$ cat config.mk
export PLATFORM = sky130hd
export DESIGN_NAME = lsu_mem_ctrl
export DESIGN_NICKNAME = d
export VERILOG_FILES = /design/src/rtl/lsu_mem_ctrl.sv
export SDC_FILE = /design/constraint.sdc
export NUM_CORES = 1
export LEC_CHECK = 0
export BUFFER_PORTS_ARGS = -buffer_cell sky130_fd_sc_hd__buf_2
export CAP_MARGIN = 20
export CELL_PAD_IN_SITES_DETAIL_PLACEMENT = 1
export CELL_PAD_IN_SITES_GLOBAL_PLACEMENT = 1
export CORE_MARGIN = 2
export CORE_UTILIZATION = 36
export DETAILED_ROUTE_END_ITERATION = 10
export PLACE_DENSITY_LB_ADDON = 0.1
export SYNTH_ARGS = -nofsm -noshare
export SYNTH_HDL_FRONTEND = slang
export SYNTH_SLANG_ARGS = --single-unit
$ cat constraint.sdc
create_clock -name clk -period 2.9 [get_ports clk]
set_input_delay 0.29 -clock clk [delete_from_list [all_inputs] [get_ports clk]]
set_output_delay 0.29 -clock clk [all_outputs]
set_load 0.01 [all_outputs]
$ cat src/rtl/lsu_mem_ctrl.sv
// lsu_mem_ctrl: load/store initiator between the execute stage and a
// byte-addressed data memory. One request is in flight at a time.
//
// Ports:
//   clk, rst               clock, synchronous active-high reset
//   req_valid/req_ready    request handshake; req_we, req_funct3, req_addr,
//                          req_wdata are sampled on acceptance
//   resp_valid/resp_ready  response handshake; resp_rdata (load data, 0 for
//                          stores/errors), resp_err (misaligned/illegal funct3)
//   mem_WE, mem_A, mem_WD, mem_AddressingControl  memory drive, zero outside ACCESS
//   mem_RD                 combinational memory read data (already extended)
module lsu_mem_ctrl #(
  parameter int unsigned XLEN    = 32,
  parameter int unsigned LATENCY = 1
) (
  input  logic            clk,
  input  logic            rst,
  input  logic            req_valid,
  output logic            req_ready,
  input  logic            req_we,
  input  logic [2:0]      req_funct3,
  input  logic [XLEN-1:0] req_addr,
  input  logic [XLEN-1:0] req_wdata,
  output logic            resp_valid,
  input  logic            resp_ready,
  output logic [XLEN-1:0] resp_rdata,
  output logic            resp_err,
  output logic            mem_WE,
  output logic [XLEN-1:0] mem_A,
  output logic [XLEN-1:0] mem_WD,
  output logic [2:0]      mem_AddressingControl,
  input  logic [XLEN-1:0] mem_RD
);

  localparam int unsigned   CW       = (LATENCY > 1) ? $clog2(LATENCY) : 1;
  localparam logic [CW-1:0] CNT_LAST = CW'(LATENCY - 1);

  typedef enum logic [1:0] {
    ST_IDLE,
    ST_ACCESS,
    ST_RESP
  } state_e;

  state_e            state_q, state_d;
  logic [CW-1:0]     cnt_q, cnt_d;
  logic              we_q, we_d;
  logic [2:0]        f3_q, f3_d;
  logic [XLEN-1:0]   addr_q, addr_d;
  logic [XLEN-1:0]   wdata_q, wdata_d;
  logic [XLEN-1:0]   rdata_q, rdata_d;
  logic              err_q, err_d;

  logic accept;
  logic last_access;
  logic f3_illegal;
  logic misaligned;

  assign req_ready   = (state_q == ST_IDLE) && !rst;
  assign accept      = req_valid && req_ready;
  assign last_access = (state_q == ST_ACCESS) && (cnt_q == CNT_LAST);

  always_comb begin
    f3_illegal = 1'b1;
    if (req_we) begin
      if (req_funct3 == 3'b000 || req_funct3 == 3'b001 || req_funct3 == 3'b010)
        f3_illegal = 1'b0;
    end else begin
      if (req_funct3 == 3'b000 || req_funct3 == 3'b001 || req_funct3 == 3'b010 ||
          req_funct3 == 3'b100 || req_funct3 == 3'b101)
        f3_illegal = 1'b0;
    end
  end

  assign misaligned = ((req_funct3 == 3'b001 || req_funct3 == 3'b101) && req_addr[0]) ||
                      ((req_funct3 == 3'b010) && (req_addr[1:0] != 2'b00));

  always_comb begin
    state_d = state_q;
    cnt_d   = cnt_q;
    we_d    = we_q;
    f3_d    = f3_q;
    addr_d  = addr_q;
    wdata_d = wdata_q;
    rdata_d = rdata_q;
    err_d   = err_q;
    case (state_q)
      ST_IDLE: begin
        if (accept) begin
          we_d    = req_we;
          f3_d    = req_funct3;
          addr_d  = req_addr;
          wdata_d = req_wdata;
          rdata_d = '0;
          cnt_d   = '0;
          // Bad requests skip ACCESS entirely so the memory never sees them.
          if (f3_illegal || misaligned) begin
            err_d   = 1'b1;
            state_d = ST_RESP;
          end else begin
            err_d   = 1'b0;
            state_d = ST_ACCESS;
          end
        end
      end
      ST_ACCESS: begin
        if (cnt_q == CNT_LAST) begin
          cnt_d   = '0;
          state_d = ST_RESP;
          if (!we_q) rdata_d = mem_RD;
        end else begin
          cnt_d = cnt_q + CW'(1);
        end
      end
      ST_RESP: begin
        if (resp_ready) begin
          err_d   = 1'b0;
          state_d = ST_IDLE;
        end
      end
      default: state_d = ST_IDLE;
    endcase
  end

  always_ff @(posedge clk) begin
    if (rst) begin
      state_q <= ST_IDLE;
      cnt_q   <= '0;
      we_q    <= 1'b0;
      f3_q    <= '0;
      addr_q  <= '0;
      wdata_q <= '0;
      rdata_q <= '0;
      err_q   <= 1'b0;
    end else begin
      state_q <= state_d;
      cnt_q   <= cnt_d;
      we_q    <= we_d;
      f3_q    <= f3_d;
      addr_q  <= addr_d;
      wdata_q <= wdata_d;
      rdata_q <= rdata_d;
      err_q   <= err_d;
    end
  end

  assign resp_valid = (state_q == ST_RESP);
  assign resp_rdata = rdata_q;
  assign resp_err   = err_q;

  // Write enable is gated by rst so an abort on the last access cycle cannot write.
  assign mem_WE                = last_access && we_q && !rst;
  assign mem_A                 = (state_q == ST_ACCESS) ? addr_q  : '0;
  assign mem_WD                = (state_q == ST_ACCESS) ? wdata_q : '0;
  assign mem_AddressingControl = (state_q == ST_ACCESS) ? f3_q    : '0;

endmodule
==> impl_metrics.yaml <==
flow_run:
  drv_cap: 0
drt:
  wl_per_cell_um: 14.49
  drc_errors: 0
  drtIter0Drc: 253
  vias: 4143
  dr.pass1.iters: 6
  ant_nets: 0
  drt_wl_total_um: 12930
  vias_per_cell: 4.645
synth:
  async_flop_share_pct: 0
  yosys.area_share.simple_pct: 35.10
  synth_top_area_share_pct: 44.12
  synth.area.mux_share_pct: 6.854
  synth_top_area_cell: "dfxtp_1"
  synthAdderAreaFrac_pct: 0
  postSynthNetCount: 641
  synth.most_common_cell: "dfxtp_1"
  synth_seq_cells: 103
  synth_edf_count: 0
  synthXorXnorAreaFrac_pct: 0
  yosys_warnings: 0
  synth_compound_area_share_pct: 8.514
  avgSynthCellArea_um2: 8.702
  ys_types: 28
  syn-instance-count: 537
  synth_top_family_by_area: "simple AND/OR/NAND/NOR gates"
  yosys-top-cells-area: "dfxtp_1 44%, nand2b_1 13%, and2_1 9.1%, mux2i_1 6.9%, o21ai_0 6.0%"
  synth.cell_area_mm2: 0.004673
  synth.top_cells.by_count: "103 x dfxtp_1, 100 x nand2b_1, 71 x nand2_1"
  ys.flop_type: "dfxtp_1"
  ys_seq_area_share_pct: 44.12
outcome:
  status: "finished clean"
power_and_ir_drop:
  p_int_mw: 2.412
  comb_power_share_pct: 11.0
  switching_power_uw: 744.7
  p_seq_share_pct: 49.1
  p_leak_nw: 2.717
  power.density_mw_per_mm2: 520.2
  clkPwrFrac_pct: 39.9
  ir_worst_vdd_mv: 0.2329
  swShare_pct: 23.59
critical_path:
  worstSetupPathType: "reg2out"
  cp-end-kind: "output pin"
  start_kind: "flop"
  arrival_ns: 1.79
  reg2reg_depth: 4
  worstPathMaxFanout: 99
  crit_start: "state_q[0]$_SDFFE_PP0P_"
  required_ns: 2.61
  reg2reg_to: "resp_rdata[22]$_SDFFE_PP0P_"
  reg2reg_slack_ns: 1.08
  r2r_start: "state_q[0]$_SDFFE_PP0P_"
  crit_end: "mem_A[0]"
final_layout:
  syn2layout_area_growth_pct: 29.85
  seqCellArea_mm2: 0.002062
  drive_gt1_share_pct: 32.08
  antenna_cells: 0
  layout.nets: 819
  multiInputGateArea_mm2: 0.002375
  fillers: 1597
clock_network:
  ctsHoldBuffers: 0
  numCtsBuffers: 9
  clk_pin_slew_ns: 0.07
  insertion_delay_ns: 0.34
  cts_tree: "built"
  htree_levels: 3
  cts_root_buf: "clkbuf_16"
  cts_buffer_depth: 2
  postCtsSetupRepairBufs: 0
  cts.repair.resized: 0
  clock_sinks: 103
global_routing:
  grt_pass1_wl_um: 20830
  grt_pass1_vias: 4208
  antenna_found_initial: 0
  grt_usage_pct: 18.36
  overflow: 0
  grt_start_max_net_pins: 100
sta:
  timing.fmax_mhz: 480.0
  fin_worst_skew_ns: 0.006614
  tightestPinTransition_ns: 0.6629
  rsz0062_at_grt: "false"
  slew_violations: 0
  hold_violations: 0
  period_needed_ns: 2.083
  relSlewSlack_pct: 55.23
  setup_violations: 0
  finalSetupTns_ns: 0
  finalCritPeriodShare_pct: 71.84
  setup_ws_ns: 0.8168
worst_hold_path:
  hold_class: "in2reg"
die:
  row_count: 41
  die_w_um: 117.9
  start_util_pct: 36.88
  boundaryPins: 207
  core_mm2: 0.01267
  die_area_mm2: 0.01391
  die_y_um: 117.9
placement:
  place_ws_ns: 1.083
  port_buffers: 206
  gp_congestion: 0.7291
  dp_hpwl_um: 8679
==> power by group through the flow <==
stage               sequential [mW]  clock, mW  combinational, mW
finish                         1.55       1.26              0.347
global route                   1.56       1.36              0.390
CTS                            1.55       1.31              0.354
detailed placement             1.58          0              0.352
global placement               1.58          0              0.342
floorplan                      1.56          0              0.237
==> cells by family after synthesis <==
logic type,Yosys count
muxes,32
buffers and inverters,46
AOI/OAI and AO/OA,74
DFF,103
and+or+nand+nor,282
==> worst max-delay path, stage by stage, from the launching register on <==
cell and delay (ns):
dfxtp_1 0.51, nor2b_4 0.23, buf_12 0.34, and2_1 0.20
buf_2 0.14
==> layer usage <==
metal  vias up  global-route usage (%)  share of wire (%)  routed length [um]
met5         -                       0                  0                   0
met4         0                   7.078                1.8                 233
met3        14                   5.959                7.0                 910
met2       119                   29.87                 47                6104
met1      1917                   22.53                 44                5677
li1       2093                       -                  -                   -
==> how the worst min path moves through the flow <==
stage / cells after the start / to / start / slack (ns)
floorplan: 2 / addr_q[0]$_SDFFE_PP0P_ / req_addr[0] / 0.40
global placement: 2 / addr_q[27]$_SDFFE_PP0P_ / addr_q[27]$_SDFFE_PP0P_ / 0.45
detailed placement: 2 / addr_q[27]$_SDFFE_PP0P_ / addr_q[27]$_SDFFE_PP0P_ / 0.46
CTS: 3 / addr_q[12]$_SDFFE_PP0P_ / req_addr[12] / 0.13
global route: 3 / addr_q[24]$_SDFFE_PP0P_ / req_addr[24] / 0.14
finish: 3 / addr_q[12]$_SDFFE_PP0P_ / req_addr[12] / 0.14
==> layout make-up <==
class | count | share of cell area (%)
multi-input cells | 388 | 39.13
well taps | 172 | 3.546
clock inverters | 2 | 0.6186
inverters | 1 | 0.06186
clock buffers | 14 | 4.515
flip-flops and latches | 103 | 33.98
repair buffers | 212 | 18.14
==> state kept, by name, indices dropped and copies added, names as in the netlist <==
| register | count |
|---|---|
| f3_q | 3 |
| state_q | 2 |
| we_q | 1 |
| resp_rdata | 32 |
| addr_q | 32 |
| resp_err | 1 |
| wdata_q | 32 |
==> stage by stage <==
stage	power, mW	utilization (%)	cells	area, um^2	hold slack [ns]
final	3.157	47.89	892	6068	0.1400
after global routing	3.312	47.89	892	6068	0.1449
after CTS	3.212	47.89	892	6068	0.1264
after detailed placement	1.934	45.43	876	5757	0.4585
after global placement	1.919	45.43	876	5757	0.4474
after floorplan	1.802	-	537	4673	0.3986
==> cell usage in the layout (no fill, tap or decap), types with 3 or more instances in the layout <==
cell type | synthesis | routed
nand3b_1 | 32 | 32
mux2i_1 | 32 | 32
o21ai_0 | 56 | 56
o21ai_1 | 12 | 12
nand2_1 | 71 | 71
buf_4 | 4 | 4
clkbuf_16 | 0 | 9
buf_2 | 10 | 206
nor2_1 | 3 | 3
nand2b_1 | 100 | 100
dfxtp_1 | 103 | 103
clkbuf_8 | 0 | 3
and2_1 | 68 | 68
Power figures use the tool's default switching activity.
